$ cat config.mk
export PLATFORM = sky130hd
export DESIGN_NAME = frame_peak_detector
export DESIGN_NICKNAME = d
export VERILOG_FILES = /design/src/rtl/fpga_template_pkg.sv /design/src/rtl/frame_peak_detector.sv
export SDC_FILE = /design/constraint.sdc
export NUM_CORES = 1
export LEC_CHECK = 0
export CAP_MARGIN = 10
export CORE_MARGIN = 8
export CORE_UTILIZATION = 50
export DETAILED_ROUTE_END_ITERATION = 10
export PLACE_DENSITY = 0.76
export RECOVER_POWER = 25
export SLEW_MARGIN = 40
export SYNTH_ARGS = -nofsm -noshare
export SYNTH_HDL_FRONTEND = slang
export SYNTH_SLANG_ARGS = --single-unit
$ cat constraint.sdc
create_clock -name clk_i -period 4.5 [get_ports clk_i]
set_input_delay 0.9 -clock clk_i [delete_from_list [all_inputs] [get_ports clk_i]]
set_output_delay 0.9 -clock clk_i [all_outputs]
set_load 0.01 [all_outputs]
$ cat src/rtl/fpga_template_pkg.sv
// Shared types and default sizing for the frame peak detector.
package fpga_template_pkg;

  localparam int unsigned DEFAULT_WIDTH = 36;
  localparam int unsigned DEFAULT_DEPTH = 256;

  typedef enum logic [1:0] {
    ST_IDLE,
    ST_COLLECT,
    ST_REPORT
  } peak_state_t;

endpackage

$ cat src/rtl/frame_peak_detector.sv
// Per-frame peak |sample|, its first index and the sum of |sample|, with a
// held result handshake and restart/pending handling for frame starts.
module frame_peak_detector
  import fpga_template_pkg::*;
#(
  parameter int unsigned WIDTH     = DEFAULT_WIDTH,
  parameter int unsigned DEPTH     = DEFAULT_DEPTH,
  parameter int unsigned IDX_WIDTH = $clog2(DEPTH)
) (
  input  logic                       clk_i,
  input  logic                       rst_i,
  input  logic                       frame_start_i,
  input  logic [WIDTH-1:0]           sample_data_i,
  input  logic                       sample_valid_i,
  output logic                       sample_ready_o,
  output logic                       result_valid_o,
  input  logic                       result_ready_i,
  output logic [WIDTH-1:0]           peak_mag_o,
  output logic [IDX_WIDTH-1:0]       peak_idx_o,
  output logic [WIDTH+IDX_WIDTH-1:0] sum_abs_o,
  output logic                       frame_error_o,
  output logic [7:0]                 frame_count_o
);

  localparam int unsigned SUM_W = WIDTH + IDX_WIDTH;
  localparam logic [IDX_WIDTH-1:0] LAST_IDX = IDX_WIDTH'(DEPTH - 1);

  peak_state_t          state;
  logic                 pending;
  logic [IDX_WIDTH-1:0] cnt;
  logic [IDX_WIDTH-1:0] run_idx;
  logic [WIDTH-1:0]     run_peak;
  logic [SUM_W-1:0]     run_sum;

  logic [WIDTH-1:0]     abs_c;
  logic                 accept_c;
  logic                 last_c;
  logic [WIDTH-1:0]     nxt_peak_c;
  logic [IDX_WIDTH-1:0] nxt_idx_c;
  logic [SUM_W-1:0]     nxt_sum_c;

  // Unsigned magnitude; the most-negative input wraps to exactly 2^(WIDTH-1).
  always_comb begin
    abs_c      = sample_data_i[WIDTH-1] ? (~sample_data_i + WIDTH'(1)) : sample_data_i;
    accept_c   = sample_valid_i && sample_ready_o;
    last_c     = accept_c && (cnt == LAST_IDX);
    nxt_peak_c = run_peak;
    nxt_idx_c  = run_idx;
    if (abs_c > run_peak) begin
      nxt_peak_c = abs_c;
      nxt_idx_c  = cnt;
    end
    nxt_sum_c  = run_sum + SUM_W'(abs_c);
  end

  always_ff @(posedge clk_i) begin
    if (rst_i) begin
      state          <= ST_IDLE;
      pending        <= 1'b0;
      cnt            <= '0;
      run_idx        <= '0;
      run_peak       <= '0;
      run_sum        <= '0;
      sample_ready_o <= 1'b0;
      result_valid_o <= 1'b0;
      peak_mag_o     <= '0;
      peak_idx_o     <= '0;
      sum_abs_o      <= '0;
      frame_error_o  <= 1'b0;
      frame_count_o  <= '0;
    end else begin
      frame_error_o <= 1'b0;
      case (state)
        ST_IDLE: begin
          if (frame_start_i) begin
            cnt            <= '0;
            run_idx        <= '0;
            run_peak       <= '0;
            run_sum        <= '0;
            pending        <= 1'b0;
            sample_ready_o <= 1'b1;
            state          <= ST_COLLECT;
          end
        end
        ST_COLLECT: begin
          if (frame_start_i && !last_c) begin
            // Early restart: drop partial frame and any sample accepted now.
            cnt           <= '0;
            run_idx       <= '0;
            run_peak      <= '0;
            run_sum       <= '0;
            frame_error_o <= 1'b1;
          end else if (last_c) begin
            peak_mag_o     <= nxt_peak_c;
            peak_idx_o     <= nxt_idx_c;
            sum_abs_o      <= nxt_sum_c;
            result_valid_o <= 1'b1;
            sample_ready_o <= 1'b0;
            frame_count_o  <= frame_count_o + 8'd1;
            pending        <= frame_start_i;
            state          <= ST_REPORT;
          end else if (accept_c) begin
            run_peak <= nxt_peak_c;
            run_idx  <= nxt_idx_c;
            run_sum  <= nxt_sum_c;
            cnt      <= cnt + IDX_WIDTH'(1);
          end
        end
        ST_REPORT: begin
          if (result_ready_i) begin
            result_valid_o <= 1'b0;
            if (pending || frame_start_i) begin
              cnt            <= '0;
              run_idx        <= '0;
              run_peak       <= '0;
              run_sum        <= '0;
              pending        <= 1'b0;
              sample_ready_o <= 1'b1;
              state          <= ST_COLLECT;
            end else begin
              state <= ST_IDLE;
            end
          end else if (frame_start_i) begin
            pending <= 1'b1;
          end
        end
        default: begin
          state          <= ST_IDLE;
          sample_ready_o <= 1'b0;
        end
      endcase
    end
  end

endmodule

==> summary.txt <==
Status
  – Status: finished, violations left
  – Failing checks: design-rule violations, negative setup slack

Min path
  – Hold Path Class: flop to flop
  – Hold depth: 2
  – Hold Path Sink: sum_abs_o[35]$_SDFFE_PP0P_
  – Hold_sp: sum_abs_o[35]$_SDFFE_PP0P_

Setup path
  – Setup crit end kind: flop
  – Buf/Inv on CP: 4
  – Crit-path cells: buf_2 -> or4_4 -> or3_4 -> or3_4 -> o21ai_4 -> xnor2_2 -> ha_1 -> nand4_1 -> nor3_4 -> nand4_1 -> o21a_1 -> a31oi_4 -> buf_12 -> o21ai_4 -> buf_4 -> clkbuf_16 -> a22oi_1 -> nor2_1
  – Critical R2R Capture: run_peak[35]$_SDFFE_PP0P_
  – Slack of the worst reg-to-reg path: 1.54 ns
  – CP Class: input port to flop
  – CP max stage delay: 0.53 ns
  – CP max-delay cell: or4_4
  – Worst r2r src: run_peak[35]$_SDFFE_PP0P_
  – Type of origin of the critical path: input port
  – WP data arrival: 5.01 ns
  – Reg2Reg Depth: 13
  – Delay-heaviest family, CP: simple AND/OR/NAND/NOR gates
  – CP Data Required Time: 4.82 ns
  – Worst-path maximum fanout: 8

Detailed routing
  – Pre-antenna DRT Iters: 9
  – Drt drc: 2
  – ANT nets after route: 0
  – Vias: 12.56k
  – Final WL: 41400 um
  – DRT iter0 DRCs: 1139
  – Vias/cell: 6.060
  – DR WL/cell: 19.98 um

Die
  – Top-Level Pins: 140
  – Core area: 22570 um^2
  – Die Ht: 167.2 um
  – Die W: 167.2 um
  – Initial Util: 50.63%
  – Rows: 55
  – Die area: 27950 um^2

STA
  – F_max: 213.3 MHz
  – Final hold violations: 0
  – Final Skew: 0.01341 ns
  – Setup TNS: -7.175 ns
  – Worst slew margin: 42.49%
  – Setup WS post-layout: -0.1892 ns
  – RSZ-0062 raised after global routing: yes
  – Worst Tran Pin Value: 0.8560 ns
  – Final setup violating endpoints: 79
  – Slew Limit Fails: 0
  – Min Clock Period, post-route: 4.689 ns
  – Part of the cycle the worst path needs: 104.2%

Placed design
  – Port bufs: 139
  – Routability Congestion: 0.9313
  – Hpwl dp: 25060 um

Power
  – Pwr per Cell Area: 339.9 nW/um^2
  – Peak supply drop: 0.0002635 V
  – Static Leak: 6.657 nW
  – Overall power: 0.005658 W

Cells and area
  – Share of cells above drive strength 1: 26.41%
  – Storage cell area: 3964 um^2
  – Leading cell type in the layout, fill and taps excluded: buf_4
  – Commonest cells after routing, fill and taps aside: 246 x buf_4, 198 x dfxtp_1, 161 x nand2_1
  – Final core occ: 73.74%
  – Net count, final: 1895
  – Multi-input gate area: 7835 um^2
  – Diode count: 0
  – Fill cells: 1544
  – Area Growth Syn to Fin: 45.64%

Synth
  – Share of the synthesized area in the top cell type: 34.68%
  – Async set-reset flop share out of synthesis: 0%
  – Mapped Cells: 1430
  – Area leader, netlist: dfxtp_1
  – Top post-synthesis cells by area: dfxtp_1 35%, ha_1 8.6%, a21oi_1 5.6%, nand2_1 5.5%, nor2_1 4.7%
  – Syn_nets: 1551
  – Distinct cells, synth: 69
  – Register area share after synthesis: 34.68%
  – Synth warn: 0
  – Synthesis-stage register bit count: 198
  – Syn_area_per_cell: 7.992 um^2
  – Mapped cell area: 11430 um^2
  – EDFF count, synth: 0
  – Ys flop type: dfxtp_1

Clock tree
  – TritonCTS clock tree: done
  – Cts bufs inserted: 17
  – CTS HTree Levels: 4
  – CTS root buf: clkbuf_16
  – Clock buffer depth: 2
  – Worst-path clk slew: 0.09 ns
  – Clock latency on the worst-skew pair: 0.46 ns
  – Clock Sinks: 198
  – # hold bufs at CTS: 0

GRT
  – First-pass GRT wire length: 62020 um
  – Largest net degree at the start of global routing: 94
  – Congestion Overflow GR: 0
  – Initial antenna violation count: 0
  – Vias in the first global route: 12.03k
  – Total Routing Usage GR: 26.89%

Flow run
  – Max_cap viols: 0
[routing by layer]
layer	vias to the layer above	track usage [%]	wire length (um)
li1	5798	-	-
met1	5916	32.07	16170
met2	662	45.80	19880
met3	181	4.632	3028
met4	0	14.13	2321
met5	-	0	0
[per-stage QoR]
step           cell area (um^2)  hold slack, ns  setup slack, ns  std cells
4_1_cts                   16000          0.4546         -0.04549       2051
6_report                  16640          0.4524          -0.1892       2072
5_1_grt                   16640          0.4615          -0.3576       2072
3_5_place_dp              14550          0.4466           -1.076       1978
2_1_floorplan             11460          0.4315         -0.03865       1430
3_3_place_gp              14540          0.4379          -0.8837       1978
[kinds of logic after synthesis]
kind of cell               synth area share (%)
DFF                                       34.68
AOI/OAI and AO/OA                         23.22
muxes                                     1.051
and+or+nand+nor                           20.92
xor gates and xnor gates                  6.208
adders and majority gates                 8.824
buffers and inverters                     5.091
[Yosys cell counts, types with 6 or more instances]
cell type  instances
a31oi_1           11
a21oi_1          128
and2_1             7
a211oi_1           8
o21bai_1           7
nand2_1          167
o31ai_1           11
a21o_1            17
xor2_1            24
clkbuf_1          65
a22oi_1           62
nand4_1           22
nor2_1           143
a311oi_1           6
o211ai_1          42
nor3_1            39
dfxtp_1          198
and4_1             7
xnor2_1           57
nand3_1           33
buf_2             21
nand2b_1          38
buf_1              6
or4_1              9
nor2b_1            7
inv_1             55
ha_1              79
mux2i_1           12
o21ai_0           65
or3_1             16
[worst reg2reg max path, cell delays in order, from the launching register on]
cell       delay, ns
dfxtp_1         0.40
inv_1           0.08
ha_1            0.34
nand4_1         0.16
nor3_4          0.33
nand4_1         0.20
o21a_1          0.25
a31oi_4         0.21
buf_12          0.16
o21ai_4         0.10
buf_4           0.16
clkbuf_16       0.16
a22oi_1         0.21
nor2_1          0.07
[sequential cells by signal, indices dropped and copies added (netlist names), 2 cells and up]
signal / count
cnt: 8
state: 2
run_idx: 8
run_sum: 44
sum_abs_o: 44
run_peak: 36
frame_count_o: 8
peak_idx_o: 8
peak_mag_o: 36
[final cells by class]
type / instances / share of cell area, %
Tap cell: 285 / 2.142
Clock buffer: 17 / 2.556
Multi-Input combinational cell: 1085 / 47.07
Inverter: 56 / 1.263
Sequential cell: 198 / 23.81
Timing Repair Buffer: 416 / 22.08
Clock inverter: 15 / 1.075
[worst max path at each step]
stage | from | end | slack (ns) | cells after the start
after floorplan | sample_data_i[3] | run_sum[41]$_SDFFE_PP0P_ | -0.04 | 14
after detailed placement | sample_data_i[0] | peak_mag_o[13]$_SDFFE_PP0P_ | -1.08 | 19
final | sample_data_i[26] | run_peak[35]$_SDFFE_PP0P_ | -0.19 | 18
after global routing | sample_data_i[5] | run_peak[15]$_SDFFE_PP0P_ | -0.36 | 20
after CTS | sample_data_i[17] | run_peak[1]$_SDFFE_PP0P_ | -0.05 | 20
after global placement | sample_data_i[0] | peak_mag_o[35]$_SDFFE_PP0P_ | -0.88 | 19
[power by group]
part           total, W  internal, W  switching (W)
logic           0.00217     0.000944        0.00123
registers       0.00188      0.00182      0.0000626
clock network   0.00161     0.000802       0.000809
total           0.00566      0.00356        0.00210
[repair_timing]
item,in CTS,in global routing
endpoints found under the setup margin,135,134
gates resized for setup,138,118
pin swaps,78,93
cloned,5,2
setup buffers,38,26
hold endpoints to repair,0,0
Power figures use the tool's default switching activity.
